==> src/rtl/operand_sequencer_pkg.sv <==
// Shared definitions for the operand sequencer and the operand mux it feeds.
package operand_sequencer_pkg;

    localparam int OPERAND_WIDTH = 4;

    typedef enum logic [1:0] {
        LOAD_A  = 2'b00,
        LOAD_B  = 2'b01,
        DISPLAY = 2'b10
    } state_t;

    // Counter width for a modulo-n count; a single bit is the floor.
    function automatic int cnt_width(input int n);
        return (n > 1) ? $clog2(n) : 1;
    endfunction

endpackage

==> src/rtl/operand_sequencer_dwell_counter.sv <==
// Modulo-DWELL counter with enable and sync clear; o_wrap is high during the
// last count of each period, so the owner sees exactly one pulse per period.
module operand_sequencer_dwell_counter
    import operand_sequencer_pkg::*;
#(
    parameter int DWELL = 8
) (
    input  logic i_clk,
    input  logic i_rst,
    input  logic i_en,
    input  logic i_clr,
    output logic o_wrap
);

    localparam int CW = cnt_width(DWELL);
    localparam logic [CW-1:0] LAST = CW'(DWELL - 1);

    logic [CW-1:0] r_cnt;
    logic          w_at_last;

    assign w_at_last = (r_cnt == LAST);
    assign o_wrap    = i_en && w_at_last;

    always_ff @(posedge i_clk or posedge i_rst) begin
        if (i_rst) begin
            r_cnt <= '0;
        end else if (i_clr) begin
            r_cnt <= '0;
        end else if (i_en) begin
            r_cnt <= w_at_last ? '0 : r_cnt + 1'b1;
        end
    end

endmodule

==> src/rtl/operand_sequencer.sv <==
// Captures operands A and B from a shared bus on successive load strobes, then
// alternates the downstream mux select every DWELL cycles; all outputs registered.
module operand_sequencer
    import operand_sequencer_pkg::*;
#(
    parameter int WIDTH = OPERAND_WIDTH,
    parameter int DWELL = 8
) (
    input  logic             clk,
    input  logic             rst,
    input  logic             clear,
    input  logic             load,
    input  logic [WIDTH-1:0] data_in,
    output logic [WIDTH-1:0] opA,
    output logic [WIDTH-1:0] opB,
    output logic             mux_select,
    output logic             valid,
    output logic [1:0]       state
);

    state_t           r_state;
    state_t           w_state_nxt;
    logic [WIDTH-1:0] r_opa;
    logic [WIDTH-1:0] r_opb;
    logic             r_sel;
    logic             r_valid;
    logic [WIDTH-1:0] w_opa_nxt;
    logic [WIDTH-1:0] w_opb_nxt;
    logic             w_sel_nxt;
    logic             w_valid_nxt;
    logic             w_cnt_en;
    logic             w_cnt_clr;
    logic             w_wrap;

    // Counter only runs while displaying; any load restarts the dwell period.
    assign w_cnt_en  = (r_state == DISPLAY);
    assign w_cnt_clr = clear || load || (r_state != DISPLAY);

    operand_sequencer_dwell_counter #(
        .DWELL (DWELL)
    ) u_dwell (
        .i_clk  (clk),
        .i_rst  (rst),
        .i_en   (w_cnt_en),
        .i_clr  (w_cnt_clr),
        .o_wrap (w_wrap)
    );

    always_ff @(posedge clk or posedge rst) begin
        if (rst) begin
            r_state <= LOAD_A;
        end else begin
            r_state <= w_state_nxt;
        end
    end

    always_comb begin
        w_state_nxt = r_state;
        if (clear) begin
            w_state_nxt = LOAD_A;
        end else begin
            case (r_state)
                LOAD_A:  if (load) w_state_nxt = LOAD_B;
                LOAD_B:  if (load) w_state_nxt = DISPLAY;
                DISPLAY: if (load) w_state_nxt = LOAD_B;
                default: w_state_nxt = LOAD_A;
            endcase
        end
    end

    always_comb begin
        w_opa_nxt   = r_opa;
        w_opb_nxt   = r_opb;
        w_sel_nxt   = 1'b0;
        w_valid_nxt = 1'b0;
        if (clear) begin
            w_opa_nxt = '0;
            w_opb_nxt = '0;
        end else begin
            case (r_state)
                LOAD_A: begin
                    if (load) w_opa_nxt = data_in;
                end
                LOAD_B: begin
                    if (load) begin
                        w_opb_nxt   = data_in;
                        w_valid_nxt = 1'b1;
                    end
                end
                DISPLAY: begin
                    // A load re-enters at LOAD_B and wins over a dwell wrap.
                    if (load) begin
                        w_opa_nxt = data_in;
                    end else begin
                        w_valid_nxt = 1'b1;
                        w_sel_nxt   = r_sel ^ w_wrap;
                    end
                end
                default: begin
                    w_opa_nxt = '0;
                    w_opb_nxt = '0;
                end
            endcase
        end
    end

    always_ff @(posedge clk or posedge rst) begin
        if (rst) begin
            r_opa   <= '0;
            r_opb   <= '0;
            r_sel   <= 1'b0;
            r_valid <= 1'b0;
        end else begin
            r_opa   <= w_opa_nxt;
            r_opb   <= w_opb_nxt;
            r_sel   <= w_sel_nxt;
            r_valid <= w_valid_nxt;
        end
    end

    assign opA        = r_opa;
    assign opB        = r_opb;
    assign mux_select = r_sel;
    assign valid      = r_valid;
    assign state      = r_state;

endmodule

==> config.mk <==
export PLATFORM = sky130hd
export DESIGN_NAME = operand_sequencer
export DESIGN_NICKNAME = d
export VERILOG_FILES = /design/src/rtl/operand_sequencer_pkg.sv /design/src/rtl/operand_sequencer_dwell_counter.sv /design/src/rtl/operand_sequencer.sv
export SDC_FILE = /design/constraint.sdc
export NUM_CORES = 1
export LEC_CHECK = 0
export CORE_MARGIN = 5
export CORE_UTILIZATION = 50
export CTS_CLUSTER_SIZE = 24
export DETAILED_ROUTE_END_ITERATION = 8
export PLACE_DENSITY = 0.9
export SYNTH_ARGS = -nofsm -noshare
export SYNTH_HDL_FRONTEND = slang
export SYNTH_SLANG_ARGS = --single-unit
==> constraint.sdc <==
create_clock -name clk -period 2.6 [get_ports clk]
set_clock_uncertainty 0.15 [all_clocks]
set_input_delay 0.52 -clock clk [delete_from_list [all_inputs] [get_ports clk]]
set_output_delay 0.52 -clock clk [all_outputs]
set_load 0.005 [all_outputs]
# Word-level counts from Yosys, hierarchy flattened

Cells that the tools add are included.

Add/subtract/negate cells: 1
Multiply operators: 0
Divide/modulo/power cells: 0
$lt $le $gt $ge: 0
Eq/ne operators: 8
Shift operators: 0
Muxes and demuxes: 19
Bitwise operators: 1
Reduce and logical (&&, ||, !) cells: 9

Operators by type and width:

| operator              | number |
|---|---|
| $pmux W4 S2           | 2 |
| $mux W4               | 3 |
| $mux W3               | 3 |
| $mux W1               | 6 |
| $mux W2               | 3 |
| $reduce_and A2 Y1     | 3 |
| $ne A2 B2 Y1 const B  | 2 |
| $pmux W2 S2           | 1 |
| $add A3 B1 Y3 const B | 1 |
| $eq A3 B3 Y1 const B  | 1 |
| $ne A3 B1 Y1 const B  | 1 |
| $ne A3 B3 Y1 const B  | 1 |
| $eq A2 B1 Y1 const B  | 1 |
| $eq A2 B2 Y1 const B  | 1 |
| $logic_not A2 Y1      | 1 |
| $logic_or A1 B1 Y1    | 2 |
| $ne A2 B1 Y1 const B  | 1 |
| $pmux W1 S2           | 1 |
| $reduce_bool A2 Y1    | 1 |
| $reduce_or A2 Y1      | 1 |
| $logic_and A1 B1 Y1   | 1 |
| $xor A1 B1 Y1         | 1 |

Register bits after elaboration: 15
Bits in latches: 0
Bits in writable memories: 0
ROM bits: 0
Word-level logic and storage cells: 44
Memories: 0

# Longest topological paths before layout

Gate-level depths: netlist of run 1.

Depth after elaboration: 6
Depth in mapped cells: 4
Gate-level depth less buffers: 4

# By module

Synthesis of run 1 repeated with hierarchy kept, for this count alone.

Cells, all modules: 72
Area total of the unflattened synthesis: 789.5 sq um

By module, submodules not included:

| module                          | times used | cells an instance | area an instance (sq um) | sequential area each (sq um) |
|---|---|---|---|---|
| operand_sequencer               | 1          | 58                | 628.1                    | 300.3 |
| operand_sequencer_dwell_counter | 1          | 14                | 161.4                    | 75.1 |

# Worst setup path before layout of run 1

Ideal clock, no wire load.

Path kind: input-to-reg
Start point: input port load
End point: register u_dwell.r_cnt[0]
Data arrival time: 1.212 ns
Data required time: 2.370 ns
Setup slack: 1.158 ns
Stages on the path: 3
Cell sequence: buf_6 or4b_4 nor3_2

Cells in the longest elaborated chain, start to end: 3
Elaborated cells between the ends (all ways): 4

RTL lines:

| item                                          | line                                  | source |
|---|---|---|
| start: declaration                            | operand_sequencer.sv:12               | `input logic load,` |
| $logic_or A1 B1 Y1 (*) (2 in series)          | operand_sequencer.sv:37               | `assign w_cnt_clr = clear \|\| load \|\| (r_state != DISPLAY);` |
| $mux W3 or $reduce_bool A2 Y1 (tied branches) | -                                     |  |
| end signal: assignment                        | operand_sequencer_dwell_counter.sv:30 | `r_cnt <= w_at_last ? '0 : r_cnt + 1'b1;` |
| end: declaration                              | operand_sequencer_dwell_counter.sv:18 | `logic [CW-1:0] r_cnt;` |

Mark *: on every way between the ends. The rest lies on a longest branch, timed or not.
A chain may end at the register's enable or synchronous reset.

# Worst setup path in the final report of run 1

Start point: register r_state[0], in the netlist state[0]
End point: output port state[0]

RTL lines:

| item                     | line                    | source |
|---|---|---|
| start: declaration       | operand_sequencer.sv:21 | `state_t r_state;` |
| start signal: assignment | operand_sequencer.sv:53 | `r_state <= w_state_nxt;` |
| end: declaration         | operand_sequencer.sv:18 | `output logic [1:0] state` |

No word-level cell between the ends.

==> out/results.ini, run 1 <==
[clock_network]
cts_tree=done
post-cts-setup-buffer-count=0
htreeDepth=1
clock_path_buffers=2
ctsResizeCount=0
cts_root_buf=clkbuf_4
cts-buffers-inserted=3
hold_buffers=0
clock_sinks=15
path_clk_slew_ps=90
clkLatencyLatePin_ps=280

[synthesis]
ys_top_cells_by_area=dfrtp_1 (49%), or3b_1 (5.7%), nand2b_1 (4.9%)
synthSimpleGateAreaFrac_pct=25.9
synth.most_common_cell=dfrtp_1
seq_area_frac_synth_pct=49.3
ys_ff_latch=15
yosys.area_share.adder_pct=3.28
ys_warn_count=0
synthMuxAreaShare_pct=4.11
netlist_area_um2=762
synth_compound_area_share_pct=9.85
syn_nets=78
netlist_instances=68
synthFlopType=dfrtp_1
syn_area_per_cell_um2=11.2
netlist.area_leader.share_pct=49.3
synth_top_area_cell=dfrtp_1
synth_xor_area_share_pct=1.15
synthTopCellsByCount=dfrtp_1 (15), nand2b_1 (6), inv_1 (5), or3b_1 (5)
synth_top_family_by_area=simple AND/OR/NAND/NOR gates
ys_async_sr_fraction_pct=100
synth-edff-count=0
synth_cell_type_count=25

[route]
drc=0
wl_um=1620
met2_length_um=794
wire_per_inst_um=15.5
drt_iter0_markers=20
via_per_inst=5.96
maxUsedRoutingLayer=met4
first_pass_iters=4
antenna_left=0
wl_met3_um=75
wl_met1_um=732
via_count=620

[min_path]
hold_end=u_dwell.r_cnt[0]$_DFFE_PP0P_
hp-class=reg -> reg
hold_start=u_dwell.r_cnt[0]$_DFFE_PP0P_
worstHoldPathCells=1

[critical_path]
reg2reg_from=state[0]$_DFFE_PP0P_
max_stage_delay_ps=650
cp-start-kind=register
crit_slowest_cell=dfrtp_1
r2r_setup_slack_ps=1050
crit_chain=clkdlybuf4s50_1
worstReg2RegEnd=u_dwell.r_cnt[0]$_DFFE_PP0P_
required_ps=1930
cp_top_family=flip-flops
crit_buf_inv=1
crit_path_end_kind=primary output
r2r_cells=2
worst-path-max-fanout=18
cp.arrival_ps=1530
critPathKind=reg -> out

[timing]
rsz0062_at_grt=no
min_period_ps=2200
tns_ps=0
relSlewSlack_pct=62.7
finalHoldViolCount=0
setup_viol_count_final=0
fmax_mhz=455
fin_crit_sh_pct=84.6
slew_viol_final=0
tightest_slew_ps=559

[global_route]
grt.total_usage_pct=15.4
grt_pass1_wl_um=2930
grt_max_degree=19
grt-ovfl-total=0
antenna_found_initial=0
grt_pass1_vias=678

[power_and_ir_drop]
p_leak_nw=0.410
p_per_area_nw_per_um2=468
ir_drop_mv=0.247

[outcome]
status=complete, no violations

[die]
fp-row-count=14
io_pins=20
die_area_um2=2400
die_height_um=49.0
die_w_um=49.0
start_util_pct=51.8
core_area_um2=1470

[layout]
syn_to_final_growth_pct=29.1
diodes=0
drive_gt1_share_pct=12.5
fin_cells=104
final_nets=99

[place]
dp.cells=100
portBuffers=19
dp_hpwl_um=1140
gp_congestion=0.722

[flow_run]
max_cap_viol_count=0

==> flip-flops by register name, indices dropped and copies added, names as in the netlist <==
signal,flops
mux_select,1
valid,1
opA,4
state,2
opB,4
u_dwell.r_cnt,3
==> final cells by class <==
class | count | area, um^2
clock buffer | 4 | 26.3
fill | 126 | 488
inverter | 5 | 18.8
multi-input combinational | 43 | 338
sequential | 15 | 375
tap | 16 | 20.0
timing repair buffer | 21 | 205
==> report_power, final <==
part / internal (W) / leakage [nW] / switching [W]
clock network: 0.0000594 / 0.0150 / 0.0000714
registers: 0.000243 / 0.205 / 0.0000130
logic: 0.0000440 / 0.191 / 0.0000295
==> through the flow <==
stage	setup slack, ps	area [um^2]	total power [W]	util (%)	hold WS [ps]
4_1_cts	416	983	0.000463	66.8	317
3_3_place_gp	563	957	0.000332	65.1	290
6_report	401	983	0.000460	66.8	308
5_1_grt	322	983	0.000486	66.8	336
2_1_floorplan	1160	762	0.000294	-	271
3_5_place_dp	520	957	0.000334	65.1	306
==> worst max-delay path by stage <==
stage | cells after the start | slack, ps | to | start
after CTS | 1 | 420 | state[0] | state[0]$_DFFE_PP0P_
after detailed placement | 4 | 520 | opB[1]$_DFFE_PP0P_ | load
after floorplan | 3 | 1160 | u_dwell.r_cnt[0]$_DFFE_PP0P_ | load
after global placement | 4 | 560 | opA[3]$_DFFE_PP0P_ | load
final | 1 | 400 | state[0] | state[0]$_DFFE_PP0P_
after global routing | 1 | 320 | state[0] | state[0]$_DFFE_PP0P_
==> cells in the final DEF (no fill, tap or decap), drive strengths merged <==
cell type	count
clkdlybuf4s50	19
dfrtp	15
nand2b	6
or3b	6
inv	5
o32ai	4
nand4b	4
a31oi	4
clkbuf	4
a21oi	3
nand2	2
mux2i	2
and2	2
ha	2
buf	2
mux2	1
or2	1
nand3b	1
or4b	1
xnor2	1
nor2	1
nor3	1
nor4b	1
==> kinds of logic after synthesis <==
logic type      Yosys count
buf+inv                  10
fa+ha+maj                 2
simple gates             26
mux                       3
compound gates           11
flops                    15
xor+xnor                  1
==> layer usage <==
metal | track usage [%] | vias to the layer above
met2 | 25.7 | 17
met4 | 5.83 | 0
met5 | 0 | -
met1 | 19.2 | 314
met3 | 3.36 | 2
li1 | - | 287
No activity file was read; power rests on OpenSTA's default activity.
==> run 2: changes to the inputs <==
- CORE_UTILIZATION: 50 -> 42
- PLACE_DENSITY: 0.9 -> 0.81
- clock period: 2.6 -> 1.8 ns (I/O delays scaled with it)
==> run 2 against run 1 <==
  * Design area up 4.3%
  * Count of clock-buffer cells in the layout unchanged
  * Global-route usage down 1.7 points
  * Worst hold slack worse by 28 ps
  * Clock power up 46%
  * Sequential power up 42%
  * First-iteration DRC count down 55%
  * Setup slack worse by 320 ps
  * Critical path depth unchanged
  * Die area up 15%
  * Power up 46%
  * Final cell count up 13%
==> out/results.ini, run 2 (synthesized netlist as in run 1, its figures left out) <==
[place]
gp_congestion=0.731  ; +1.3%
portBuffers=19  ; unchanged
dp.cells=113  ; +13%
dp_hpwl_um=1240  ; +8.1%
postPlaceCellArea_um2=998  ; +4.3%

[timing]
tns_ps=0  ; unchanged
rsz0062_at_grt=no
slew_viol_final=0  ; unchanged
setup_viol_count_final=0  ; unchanged
finalHoldViolCount=0  ; unchanged
relSlewSlack_pct=62.0  ; -0.70 points
tightest_slew_ps=569  ; +10.5 ps
fmax_mhz=583
fin_crit_sh_pct=95.4
min_period_ps=1720

[critical_path]
max_stage_delay_ps=510  ; -140 ps
crit_buf_inv=1  ; unchanged
cp_top_family=buffers and inverters
cp-start-kind=register
crit_slowest_cell=clkdlybuf4s50_1
crit_path_end_kind=primary output
cp.arrival_ps=1210  ; -320 ps
critPathKind=reg -> out
crit_chain=clkdlybuf4s50_1
required_ps=1290  ; -640 ps
worst-path-max-fanout=7  ; -11

[clock_network]
htreeDepth=1  ; unchanged
clock_path_buffers=2  ; unchanged
hold_buffers=0  ; unchanged
cts_tree=done
cts_root_buf=clkbuf_4
cts-buffers-inserted=3  ; unchanged
path_clk_slew_ps=90  ; about the same
clock_sinks=15  ; unchanged
clkLatencyLatePin_ps=280  ; about the same

[layout]
final_nets=103  ; +4.0%
syn_to_final_growth_pct=34.6
diodes=0  ; unchanged
layout_commonest_cell=clkdlybuf4s50_1
drive_gt1_share_pct=17.4  ; +4.9 points
fin_cells=117  ; +13%
nFillCells=157  ; +25%
fin_area_um2=1030  ; +4.3%
mostFrequentLayoutCells=clkdlybuf4s50_1 (19), dfrtp_1 (14), nand2b_1 (6), buf_4 (6)

[die]
start_util_pct=44.1  ; -7.7 points
core_area_um2=1730  ; +17%
die_area_um2=2770  ; +15%
die_height_um=52.6  ; +7.3%
fp-row-count=15  ; +1
die_w_um=52.6  ; +7.3%
io_pins=20  ; unchanged

[global_route]
grt_pass1_wl_um=2720  ; -7.1%
antenna_found_initial=0  ; unchanged
grt.total_usage_pct=13.7  ; -1.7 points
grt-ovfl-total=0  ; unchanged
grt_pass1_vias=582  ; -14%
grt_max_degree=16  ; -3

[route]
drt_iter0_markers=9  ; -55%
antenna_left=0  ; unchanged
drc=0  ; unchanged
wl_um=1630  ; +0.74%
first_pass_iters=4  ; unchanged
via_count=589  ; -5.0%
wire_per_inst_um=13.9  ; -10%
via_per_inst=5.03  ; -16%

[power_and_ir_drop]
p_leak_nw=0.429  ; +4.6%
total_power_w=0.000674  ; +46%
ir_drop_mv=0.463  ; +87%
p_per_area_nw_per_um2=657  ; +40%

[flow_run]
max_cap_viol_count=0  ; unchanged

[min_path]
hp-class=in -> async

[outcome]
status=complete, no violations

==> run 2: layout make-up <==
cell class / count / area [um^2] / share of cell area, %
well taps: 25 / 31.3 / 3.05
flip-flops and latches: 15 / 377 / 36.7
clock buffers: 4 / 26.3 / 2.56
inverters: 5 / 18.8 / 1.83
multi-input cells: 43 / 338 / 32.9
repair buffers: 25 / 235 / 22.9
==> run 2: path summary, 6_finish.rpt <==
kind                                              startpoint                            to  slack [ps]  cells after the start
worst max-delay path                    state[0]$_DFFE_PP0P_                      state[0]          80                      1
worst min-delay path                                     rst            opA[1]$_DFFE_PP0P_         280                      2
worst max register to register          state[0]$_DFFE_PP0P_            opA[2]$_DFFE_PP0P_         350                      3
worst min register to register  u_dwell.r_cnt[0]$_DFFE_PP0P_  u_dwell.r_cnt[0]$_DFFE_PP0P_         330                      1
max in group asynchronous                                rst          state[0]$_DFFE_PP0P_         810                      2
min in group clk                u_dwell.r_cnt[0]$_DFFE_PP0P_  u_dwell.r_cnt[0]$_DFFE_PP0P_         330                      1
==> run 2: what timing repair did <==
action	4_1_cts	5_1_grt
buffers inserted	0	0
endpoints found under the setup margin	0	1
resized for setup	0	1
==> run 2: where the power goes <==
group	internal, W	leakage, nW	switching, W	total, W
Combinational	0.0000695	0.211	0.0000500	0.000119
Clock	0.0000860	0.0150	0.000105	0.000191
Sequential	0.000352	0.203	0.0000118	0.000363
Total	0.000507	0.429	0.000167	0.000674
==> run 2: layer usage <==
| metal | vias up | share of wire, % | track usage, % |
|---|---|---|---|
| li1 | 296 | - | - |
| met1 | 276 | 44 | 16.1 |
| met2 | 15 | 49 | 22.9 |
| met3 | 2 | 5.2 | 5.41 |
| met4 | 0 | 1.0 | 3.83 |
| met5 | - | 0 | 0 |
==> run 2: per-stage QoR <==
step                      utilization (%)  hold slack [ps]  worst slack, ps
after floorplan                         -              111              482
after global routing                 59.4              335             12.2
after CTS                            59.3              296             11.4
final                                59.4              280             83.4
after global placement               57.8              294             45.1
after detailed placement             57.8              331            -6.66
==> run 3: changes to the inputs <==
- PLACE_DENSITY: 0.81 -> 0.78
==> run 3 against run 2 <==
  * Global-route usage is 1.4 points higher
  * Sequential share of layout area fell by 0.53 points
  * Register-to-register slack got worse by 30 ps
  * Count of clock-buffer cells in the layout did not move
  * Critical path type unchanged
==> out/results.ini, run 3 (synthesized netlist as in run 1, its figures left out) <==
[outcome]
status=complete, no violations

[route]
antenna_left=0  ; unchanged
wire_per_inst_um=14.6  ; +5.0%
via_count=614  ; +4.2%
via_per_inst=5.16  ; +2.5%
drc=0  ; unchanged
wl_um=1740  ; +6.8%
drt_iter0_markers=1  ; -8
first_pass_iters=4  ; unchanged

[critical_path]
crit_slowest_cell=clkdlybuf4s50_1
max_stage_delay_ps=520  ; about the same
critPathKind=reg -> out
crit_path_end_kind=primary output
worst-path-max-fanout=7  ; unchanged
cp_top_family=buffers and inverters
crit_chain=clkdlybuf4s50_1
cp-start-kind=register
required_ps=1290  ; about the same
crit_buf_inv=1  ; unchanged
cp.arrival_ps=1220  ; about the same

[power_and_ir_drop]
p_per_area_nw_per_um2=653  ; -0.56%
ir_drop_mv=0.316  ; -32%
p_leak_nw=0.439  ; +2.2%

[die]
die_area_um2=2770  ; unchanged
die_height_um=52.6  ; unchanged
die_w_um=52.6  ; unchanged
fp-row-count=15  ; unchanged
io_pins=20  ; unchanged
core_area_um2=1730  ; unchanged
start_util_pct=44.1  ; unchanged

[timing]
relSlewSlack_pct=76.2  ; +14 points
worst_slack_ps=65.6  ; -17.9 ps
min_period_ps=1730  ; +17.8 ps
tightest_slew_ps=353  ; -217 ps
fin_crit_sh_pct=96.4  ; +0.99 points
rsz0062_at_grt=no
finalHoldWorstSlack_ps=229  ; -50.7 ps
finalHoldViolCount=0  ; unchanged
slew_viol_final=0  ; unchanged
setup_viol_count_final=0  ; unchanged
fmax_mhz=577  ; -1.0%

[place]
dp_hpwl_um=1280  ; +3.6%
dp_worst_setup_slack_ps=-37.3  ; -30.7 ps
portBuffers=19  ; unchanged
postPlaceCellArea_um2=1010  ; +1.5%
gp_congestion=0.784  ; +7.2%

[global_route]
grt.total_usage_pct=15.1  ; +1.4 points
grt-ovfl-total=0  ; unchanged
grt_pass1_wl_um=3020  ; +11%
antenna_found_initial=0  ; unchanged
grt_pass1_vias=666  ; +14%
grt_max_degree=16  ; unchanged

[layout]
mostFrequentLayoutCells=clkdlybuf4s50_1 (19), dfrtp_1 (14), buf_4 (8), nand2b_1 (6)
diodes=0  ; unchanged
syn_to_final_growth_pct=36.6
layout_commonest_cell=clkdlybuf4s50_1
final_nets=105  ; +1.9%
final_core_util_pct=60.3  ; +0.87 points
fin_area_um2=1040  ; +1.5%
drive_gt1_share_pct=19.1  ; +1.8 points

[clock_network]
clkLatencyLatePin_ps=280  ; about the same
cts-buffers-inserted=3  ; unchanged
htreeDepth=1  ; unchanged
hold_buffers=0  ; unchanged
clock_path_buffers=2  ; unchanged
clock_sinks=15  ; unchanged
cts_tree=done
path_clk_slew_ps=90  ; about the same
cts_root_buf=clkbuf_4

[flow_run]
max_cap_viol_count=0  ; unchanged

[min_path]
hp-class=in -> async

[run 3: changes by cell type in the layout (fill, tap and decap cells not counted)]
cell,delta
buf_4,+2
[run 3: final cells by class]
cell class,instances,area (um^2)
Fill cell,168,686
Sequential cell,15,377
Multi-Input combinational cell,43,338
Timing Repair Buffer,27,250
Tap cell,25,31.3
Clock buffer,4,26.3
Inverter,5,18.8
[run 3: tightest hold or removal path: stages]
cell and delay (ps):
clkdlybuf4s50_1 400, inv_1 50, buf_4 220
[run 3: routing by layer]
layer  wire length (um)  GRT usage (%)  up-vias
met1                816           18.9      300
met2                832           24.6       18
met3                 70           2.85        2
li1                   -              -      294
met4                 17           7.66        0
met5                  0              0        -
[run 3: where the power goes]
| part | internal (W) | leakage, nW | switching [W] |
|---|---|---|---|
| Clock | 0.0000860 | 0.0150 | 0.000106 |
| Combinational | 0.0000723 | 0.220 | 0.0000524 |
| Sequential | 0.000352 | 0.203 | 0.0000117 |
| Total | 0.000510 | 0.439 | 0.000170 |
[run 3: repair_timing]
item	in CTS	in global routing
buffers inserted	0	0
hold endpoints to repair	0	0
resized for setup	1	0
setup endpoints to repair	1	0
[run 3: per-stage QoR]
stage / setup TNS, ps / power [W] / std cells
finish: 0 / 0.000680 / 119
CTS: 0 / 0.000690 / 119
global placement: 0 / 0.000491 / 115
global route: 0 / 0.000723 / 119
floorplan: 0 / 0.000425 / 68
detailed placement: -85.1 / 0.000494 / 115
[run 3: worst paths after layout]
path,startpoint,end,slack (ps),cells past startpoint
max reg2reg,state[0]$_DFFE_PP0P_,opA[2]$_DFFE_PP0P_,320,3
min,rst,mux_select$_DFF_PP0_,230,3
min reg2reg,u_dwell.r_cnt[0]$_DFFE_PP0P_,u_dwell.r_cnt[0]$_DFFE_PP0P_,310,1
max in group asynchronous,rst,state[0]$_DFFE_PP0P_,1090,3
min in group clk,u_dwell.r_cnt[0]$_DFFE_PP0P_,u_dwell.r_cnt[0]$_DFFE_PP0P_,310,1
max,state[0]$_DFFE_PP0P_,state[0],70,1
